==> config.mk <==
export PLATFORM = sky130hd
export DESIGN_NAME = sample_lag_generator_flat
export DESIGN_NICKNAME = d
export VERILOG_FILES = /design/src/rtl/sample_lag_generator_if.sv /design/src/rtl/sample_lag_generator.sv /design/src/flat_wrapper.sv
export SDC_FILE = /design/constraint.sdc
export NUM_CORES = 2
export LEC_CHECK = 0
export ABC_CLOCK_PERIOD_IN_PS = 9800
export CORE_ASPECT_RATIO = 0.9
export CORE_MARGIN = 3
export CORE_UTILIZATION = 55
export CTS_CLUSTER_SIZE = 10
export DETAILED_ROUTE_END_ITERATION = 6
export GPL_TIMING_DRIVEN = 0
export PLACE_DENSITY = 0.71
export SYNTH_ARGS = -nofsm -noshare
export SYNTH_HDL_FRONTEND = slang
export SYNTH_SLANG_ARGS = --single-unit
export TNS_END_PERCENT = 5
==> constraint.sdc <==
create_clock -name clk_operation -period 9.8 [get_ports clk_operation]
set_input_delay 2.94 -clock clk_operation [delete_from_list [all_inputs] [get_ports clk_operation]]
set_output_delay 2.94 -clock clk_operation [all_outputs]
set_load 0.02 [all_outputs]
==> src/rtl/sample_lag_generator_if.sv <==
// rtl/sample_lag_generator_if.sv - sample/lag signal bundle between stimulus source and lag generator
interface sample_lag_generator_if #(
  parameter int AW = 8
);
  logic          enable;
  logic [12:0]   sampling_cycle;
  logic [AW-1:0] lag_samples;
  logic [15:0]   sig16b_in;
  logic [15:0]   sig16b;
  logic [15:0]   sig16b_lag;
  logic [12:0]   sampling_cycle_counter;
  logic          sample_valid;
  logic          lag_valid;

  modport master (
    output enable, sampling_cycle, lag_samples, sig16b_in,
    input  sig16b, sig16b_lag, sampling_cycle_counter, sample_valid, lag_valid
  );

  modport slave (
    input  enable, sampling_cycle, lag_samples, sig16b_in,
    output sig16b, sig16b_lag, sampling_cycle_counter, sample_valid, lag_valid
  );
endinterface

==> src/rtl/sample_lag_generator.sv <==
// rtl/sample_lag_generator.sv - periodic sampler with a programmable-lag delay line
module sample_lag_generator #(
  parameter int DEPTH = 256,
  parameter int AW    = 8
) (
  input logic                   clk_operation,
  input logic                   rst,
  sample_lag_generator_if.slave bus
);
  logic [15:0]   mem [DEPTH];
  logic [12:0]   counter;
  logic [15:0]   sig_q;
  logic [15:0]   lag_q;
  logic          valid_q;
  logic          lag_valid_q;
  logic [AW-1:0] wr_ptr;
  logic [AW-1:0] fill_count;
  logic [AW-1:0] lag_registered;
  logic [AW-1:0] rd_addr;
  logic [12:0]   count_max;
  logic          wrap;
  logic          capture;
  logic          lag_changed;
  logic          lag_ready;

  // >= rather than == so a shrinking period wraps immediately instead of running out 13 bits
  always_comb begin
    count_max   = (bus.sampling_cycle <= 13'd1) ? 13'd0 : bus.sampling_cycle - 13'd1;
    wrap        = (counter >= count_max);
    capture     = bus.enable && wrap;
    lag_changed = (bus.lag_samples != lag_registered);
    lag_ready   = !lag_changed && (fill_count >= bus.lag_samples);
    rd_addr     = wr_ptr - bus.lag_samples;
  end

  always_ff @(posedge clk_operation or posedge rst) begin
    if (rst) begin
      counter        <= '0;
      sig_q          <= '0;
      lag_q          <= '0;
      valid_q        <= 1'b0;
      lag_valid_q    <= 1'b0;
      wr_ptr         <= '0;
      fill_count     <= '0;
      lag_registered <= '0;
    end else begin
      valid_q <= 1'b0;
      if (bus.enable) begin
        counter <= wrap ? 13'd0 : counter + 13'd1;
      end
      if (capture) begin
        sig_q          <= bus.sig16b_in;
        wr_ptr         <= wr_ptr + 1'b1;
        valid_q        <= 1'b1;
        lag_valid_q    <= lag_ready;
        lag_registered <= bus.lag_samples;
        // entries older than the current fill are never trusted, so stale memory reads as 0
        if (bus.lag_samples == '0) begin
          lag_q <= bus.sig16b_in;
        end else if (lag_ready) begin
          lag_q <= mem[rd_addr];
        end else begin
          lag_q <= '0;
        end
        if (lag_changed) begin
          fill_count <= AW'(1);
        end else if (fill_count != AW'(DEPTH - 1)) begin
          fill_count <= fill_count + 1'b1;
        end
      end
    end
  end

  always_ff @(posedge clk_operation) begin
    if (capture) begin
      mem[wr_ptr] <= bus.sig16b_in;
    end
  end

  assign bus.sig16b                 = sig_q;
  assign bus.sig16b_lag             = lag_q;
  assign bus.sampling_cycle_counter = counter;
  assign bus.sample_valid           = valid_q;
  assign bus.lag_valid              = lag_valid_q;
endmodule

==> src/flat_wrapper.sv <==
// flat-port wrapper written by rule: the top's interface ports become plain ports
module sample_lag_generator_flat 
#(
  parameter int DEPTH = 256,
  parameter int AW    = 8
)
  (clk_operation, rst, bus_enable, bus_sampling_cycle, bus_lag_samples, bus_sig16b_in, bus_sig16b, bus_sig16b_lag, bus_sampling_cycle_counter, bus_sample_valid, bus_lag_valid);
  sample_lag_generator_if #(.AW(AW)) bus_i ();
  input logic clk_operation;
  input logic rst;
  input wire logic [$bits(bus_i.enable)-1:0] bus_enable;
  input wire logic [$bits(bus_i.sampling_cycle)-1:0] bus_sampling_cycle;
  input wire logic [$bits(bus_i.lag_samples)-1:0] bus_lag_samples;
  input wire logic [$bits(bus_i.sig16b_in)-1:0] bus_sig16b_in;
  output wire logic [$bits(bus_i.sig16b)-1:0] bus_sig16b;
  output wire logic [$bits(bus_i.sig16b_lag)-1:0] bus_sig16b_lag;
  output wire logic [$bits(bus_i.sampling_cycle_counter)-1:0] bus_sampling_cycle_counter;
  output wire logic [$bits(bus_i.sample_valid)-1:0] bus_sample_valid;
  output wire logic [$bits(bus_i.lag_valid)-1:0] bus_lag_valid;
  assign bus_i.enable = bus_enable;
  assign bus_i.sampling_cycle = bus_sampling_cycle;
  assign bus_i.lag_samples = bus_lag_samples;
  assign bus_i.sig16b_in = bus_sig16b_in;
  assign bus_sig16b = bus_i.sig16b;
  assign bus_sig16b_lag = bus_i.sig16b_lag;
  assign bus_sampling_cycle_counter = bus_i.sampling_cycle_counter;
  assign bus_sample_valid = bus_i.sample_valid;
  assign bus_lag_valid = bus_i.lag_valid;
  sample_lag_generator #(.DEPTH(DEPTH), .AW(AW)) u_core (.clk_operation(clk_operation), .rst(rst), .bus(bus_i));
endmodule
Word-level counts from Yosys, hierarchy flattened
Memories as Yosys holds them, arrays and structs flattened.
Cells that the tools add are included.
{ "word_totals": {"ram_bits": 4096, "ff_bits": 71, "output_inout_bits": 47, "memories": 1, "input_bits": 40} }
{ "memory_table": {"columns": ["memory", "depth", "word_bits", "read_ports", "rd_ports_with_merged_regs", "wr", "line_no", "source"], "rows": [
  ["u_core.mem", 256, 16, 1, 0, 1, "sample_lag_generator.sv:10", "logic [15:0] mem [DEPTH];"]
]} }
{ "op_classes": {"muxes": 8, "eq_ne": 2, "n_lt_le_gt_ge": 3, "addsub": 5, "reduce_logical": 6} }
{ "op_table": {"columns": ["cell", "count"], "rows": [
  ["16-bit two-way mux", 2],
  ["13-bit two-way mux", 2],
  ["8-bit by 1-bit adder with 8-bit output (second input constant)", 2],
  ["8-bit two-way mux", 2],
  ["13-bit by 1-bit adder with 13-bit output (second input constant)", 1],
  ["13-bit >= comparator", 1],
  ["13-bit by 1-bit <= comparator with 1-bit output (second input constant)", 1],
  ["13-bit by 1-bit subtractor with 13-bit output (second input constant)", 1],
  ["8-bit >= comparator", 1],
  ["8-bit logical NOT", 1],
  ["8-bit != test", 1],
  ["8-bit != test (second input constant)", 1],
  ["8-bit subtractor", 1],
  ["1-bit logical AND", 2],
  ["1-bit two-way mux", 2],
  ["2-bit AND reduction", 1],
  ["2-bit nonzero test", 1],
  ["1-bit logical NOT", 1]
]} }

Logic depth before layout (Yosys ltp)
{ "depth": {"depth_word": 6, "depth_mapped": 17} }

Worst setup path before layout
OpenSTA, ideal clock, no wires.
{ "synth_timing": {"path_type": "input to register", "from": "in bus_sampling_cycle[4]", "to": "mem u_core.mem[112][0], enable pin", "slack_ps": 2421, "path_stages": 15, "arrival_ps": 6991, "setup_ps": 388, "path_buffers": 2, "cell_sequence": "or4_1 > nor3_1 > nand2_1 > or4_1 > nor3b_1 > a21oi_1 > ha_1 > nand2_1 > o41ai_1 > and2_1 > nor2_1 > or3_1 > clkbuf_1 > clkbuf_1 > nor2_1"} }
{ "synth_between": {"elab_chain_len": 6, "elab_cells_between_ends": 7, "classes_between": "1 x add/sub; 2 x order compare; 3 x mux; 1 x reduce/logical"} }
{ "synth_lines": {"columns": ["item", "line_no", "source"], "rows": [
  ["from (decl)", "flat_wrapper.sv:12", "input wire logic [$bits(bus_i.sampling_cycle)-1:0] bus_sampling_cycle;"],
  ["13-bit by 1-bit subtractor with 13-bit output or 13-bit by 1-bit <= comparator with 1-bit output (tied branches)", "sample_lag_generator.sv:28", "count_max = (bus.sampling_cycle <= 13'd1) ? 13'd0 : bus.sampling_cycle - 13'd1;"],
  ["13-bit two-way mux (*)", "sample_lag_generator.sv:28", null],
  ["13-bit >= comparator (*)", "sample_lag_generator.sv:29", "wrap = (counter >= count_max);"],
  ["1-bit logical AND (*)", "sample_lag_generator.sv:30", "capture = bus.enable && wrap;"],
  ["1-bit two-way mux (*)", "sample_lag_generator.sv:75", "if (capture) begin"],
  ["1-bit two-way mux (implied by the code) (*)", "sample_lag_generator.sv:76", "mem[wr_ptr] <= bus.sig16b_in;"],
  ["to (decl)", "sample_lag_generator.sv:10", null]
]} }
Mark *: on every way between the ends. The rest lies on a longest branch, timed or not.

Worst setup path after layout
{ "layout_timing": {"from": "in bus_lag_samples[0]", "to": "reg u_core.lag_q[15], in the netlist u_core.bus.sig16b_lag[15]"} }
{ "layout_between": {"elab_chain_len": 5, "elab_cells_between_ends": 9, "classes_between": "1 x add/sub; 1 x order compare; 1 x eq/ne; 2 x mux; 3 x reduce/logical; 1 x memory"} }
{ "layout_lines": {"columns": ["item", "line_no", "source"], "rows": [
  ["from (decl)", "flat_wrapper.sv:13", "input wire logic [$bits(bus_i.lag_samples)-1:0] bus_lag_samples;"],
  ["branches (longest 4 deep; another with memory 256 x 16 bit)", null, null],
  ["16-bit two-way mux (*)", "sample_lag_generator.sv:58", "if (bus.lag_samples == '0) begin"],
  ["to (signal assigned)", "sample_lag_generator.sv:59", "lag_q <= bus.sig16b_in;"],
  ["to (signal assigned)", "sample_lag_generator.sv:61", "lag_q <= mem[rd_addr];"],
  ["to (decl)", "sample_lag_generator.sv:13", "logic [15:0] lag_q;"]
]} }
Every way passes the cells marked *.
A chain may end at the register's enable or synchronous reset.

==> summary.md <==
| Metric | Value |
|---|---|
| Most frequent cells in the layout | `edfxtp_1 (4096), mux4_2 (1174), nand2_1 (503), clkbuf_16 (464), nor2_2 (257)` |
| Antenna violations before repair | `44` |
| Slew margin rel. | `-15.0%` |
| Worst Setup Start Kind | `input port` |
| Synth warn | `0` |
| Critical path arrival | `between 10 and 15 ns` |
| Largest net degree at the start of global routing | `~180` |
| FILL cells | `18800` |
| Tmin final | `10.03 ns` |
| Seq/Total Area, Yosys | `between 70 and 80%` |
| Synth Instances | `~7300` |
| Drt via density | `between 7 and 8` |
| F_max | `roughly 100 MHz` |
| Post-DP HPWL | `367 mm` |
| Crit Path Max Fanout | `12` |
| Routed WL per cell | `around 44 um` |
| Post-synth top flop | `edfxtp_1` |
| Hold-fix buffers, CTS | `0` |
| Critical path's slowest cell | `nor4_1` |
| Full die area | `between 300000 and 400000 sq um` |
| Final Net Count | `between 8000 and 9000` |
| IO Count | `87` |
| Final GP Congestion | `roughly 1.0` |
| Largest delay contributor family on the critical path | `buffers and inverters` |
| Layout cells sized above 1 | `between 30% and 40%` |
| Worst path most repeated cell | `buf_2` |
| WHS | `~0.48 ns` |
| Final hold vios | `0` |
| Max_cap viols | `16` |
| Final Skew | `between 0.07 and 0.08 ns` |
| First-pass DRT Iterations | `6` |
| IO buf count | `between 80 and 90` |
| Setup ws final | `-0.227 ns` |
| DRC Markers | `0` |
| Starting Density | `55.4%` |
| Max incr delay on CP | `~1.2 ns` |
| Worst skew pair latency | `1.05 ns` |
| CP Cell Sequence | `clkdlybuf4s50_1, ha_1, inv_1, fa_1, buf_2, buf_2, buf_2, clkbuf_2, mux4_2, mux2i_1, mux2i_1, o2111ai_1, a21oi_1, nor4_1, o221ai_1` |
| Height of the die | `roughly 520 um` |
| Area delta synth->final | `15.0%` |
| Final Cycle Share | `102%` |
| Die Wd | `about 580 um` |
| Average size of a mapped cell | `between 20 and 25 sq um` |
| Initial DRC Count | `17400` |
| Clock Sinks | `between 4000 and 5000` |
| Post-Syn Area | `162000 sq um` |
| Setup TNS | `-0.434 ns` |
| Reg clk slew, reported paths | `~0.060 ns` |
| Vias in the first global route | `between 80000 and 90000` |
| Syn Nets | `around 7400` |
| Routed wire length | `approximately 540 mm` |
| Vias | `between 80000 and 90000` |
| Worst EP required | `roughly 11 ns` |
| First-pass GRT wire length | `slightly above 700 mm` |
| Worst Path Buf+Inv | `6` |
| CTS Buf Count | `459` |
| Worst-case clock buffer depth | `4` |
| Outcome | `complete, but fails checks` |
| CTS tree | `done` |
| Std-Cell Rows | `around 190` |
| Pwr Density | `roughly 240 nW/um^2` |
| # setup viols final | `2` |
| EDFF count, synth | `~4000` |
| Max VDD drop | `approximately 200 uV` |
| CORE AREA | `292000 sq um` |
| Post-synthesis cell type count | `69` |
| ANT nets after route | `0` |
| Min-delay worst type | `reg2reg` |
| Commonest non-fill, non-tap cell in the layout | `edfxtp_1` |
| Async set or reset register ratio after synthesis | `~1.7%` |
| Unrepaired setup endpoints after global routing | `true` |
| GRT overflow | `0` |
| Critical path type | `in2reg` |
| P_leak | `slightly below 60 nW` |
| Post-DP Area | `174000 sq um` |
| CTS root buffer | `clkbuf_16` |
| Overall Global Routing Usage | `36.1%` |
| Post CTS Setup Buffer Count | `0` |
| Worst Tran Pin Value | `1.71 ns` |
| Design area | `~190000 sq um` |
| Max-slew violation count | `roughly 140` |
| Critical path endpoint category | `flip-flop` |
| Max H-tree Level | `5` |
| Failing checks | `max-capacitance violations, max-slew violations, negative setup slack` |
| FF+latch count, synth | `between 4000 and 5000` |
| Core occupancy in the finished layout | `a little under two thirds` |
-- state kept, by name (all words and copies together) (netlist names) --
| name | count |
|---|---|
| u_core.bus.lag_valid | 1 |
| u_core.bus.sig16b | 16 |
| u_core.lag_registered | 8 |
| u_core.mem | 4096 |
| u_core.wr_ptr | 8 |
| u_core.bus.sampling_cycle_counter | 13 |
| u_core.bus.sig16b_lag | 16 |
| u_core.fill_count | 8 |
| u_core.bus.sample_valid | 1 |
-- synthesized netlist by cell type, types with 4 or more instances --
master,n,area share (%)
nor3_1,20,0.062
mux4_2,1174,16
a22oi_1,13,0.060
inv_1,24,0.056
a31oi_1,19,0.073
mux2i_1,109,0.67
a211oi_1,15,0.070
a2111oi_0,7,0.038
nand4_1,118,0.46
dfrtp_1,71,1.1
nand3_1,76,0.23
buf_2,197,0.61
nor4_2,4,0.031
edfxtp_1,4096,76
buf_6,5,0.035
nand2_1,503,1.2
o31ai_1,10,0.046
clkbuf_1,133,0.31
xnor2_2,4,0.040
buf_1,48,0.11
nor2_1,307,0.71
xnor2_1,18,0.097
o32ai_1,6,0.032
o221ai_1,7,0.038
ha_1,36,0.28
buf_4,29,0.13
o22ai_1,14,0.054
nand2b_1,8,0.031
and3_1,62,0.24
and2_1,5,0.019
o21ai_0,21,0.065
a21oi_1,27,0.083
o2111ai_1,14,0.076
a221oi_1,8,0.043
a311oi_1,15,0.081
xor2_1,27,0.15
o211a_1,7,0.043
nor4_1,10,0.039
a311o_1,14,0.087
-- area by class of cell --
class / instances / area [sq um] / share of cell area [%]
inverters: 25 / 96.3 / 0.0517
plain buffers: 412 / 2000 / 1.07
clock inverters: 35 / 677 / 0.364
well taps: 3895 / 4870 / 2.62
multi-input cells: 2724 / 35800 / 19.2
flip-flops and latches: 4167 / 125000 / 67.0
clock buffers: 532 / 11900 / 6.38
repair buffers: 368 / 5970 / 3.21
diodes: 51 / 128 / 0.0685
-- stage by stage --
stage | power, mW | cells | worst slack (ns)
floorplan | 24.9 | 7328 | 2.42
global placement | 29.7 | 11300 | -2.84
detailed placement | 29.7 | 11600 | -0.834
CTS | 44.6 | 12200 | 0.154
global route | 45.7 | 12200 | -0.0663
finish | 45.1 | 12200 | -0.227
-- repair_timing --
| item | in CTS | in global routing |
|---|---|---|
| resized for setup | 0 | 2 |
| endpoints found under the setup margin | 0 | 29 |
| hold endpoints to repair | 0 | 0 |
-- final timing paths --
path | depth (start not counted) | slack (ns) | start | endpoint
min reg2reg | 2 | 0.48 | u_core.bus.sig16b[14] | u_core.bus.sig16b[14]
min in group asynchronous | 2 | 2.24 | rst | u_core.bus.sig16b[13]
min | 2 | 0.48 | u_core.bus.sig16b[14] | u_core.bus.sig16b[14]
max in group asynchronous | 3 | 6.88 | rst | u_core.bus.sig16b_lag[2]
max | 15 | -0.23 | bus_lag_samples[0] | u_core.bus.sig16b_lag[15]
max reg2reg | 15 | 1.98 | u_core.wr_ptr[0] | u_core.bus.sig16b_lag[15]
-- power by group --
part | internal (mW) | switching [mW] | total (mW) | leakage, nW
Combinational | 3.34 | 6.84 | 10.2 | 15.0
Clock | 8.52 | 6.74 | 15.3 | 6.09
Sequential | 19.6 | 0.0366 | 19.6 | 37.8
-- tightest hold or removal path, cell delays in order (launching register included) --
cell	delay [ns]
dfrtp_1	0.33
nand2_1	0.05
nand2_1	0.06
-- cell families after synthesis --
family | synth area share (%)
flip-flops | 77.1
multiplexers | 17.0
AND/OR/NAND/NOR | 3.07
buffers and inverters | 1.26
AO/OA/AOI/OAI | 1.04
XOR/XNOR | 0.284
adder cells (fa/ha/maj) | 0.291
-- per-layer routing --
metal,vias up,share of wire (%),GRT usage (%)
li1,32300,-,-
met1,46100,34,48.3
met2,8529,42,49.0
met3,1544,17,16.7
met4,20,7.1,20.9
met5,-,0.032,0.333
Power figures use the tool's default switching activity.
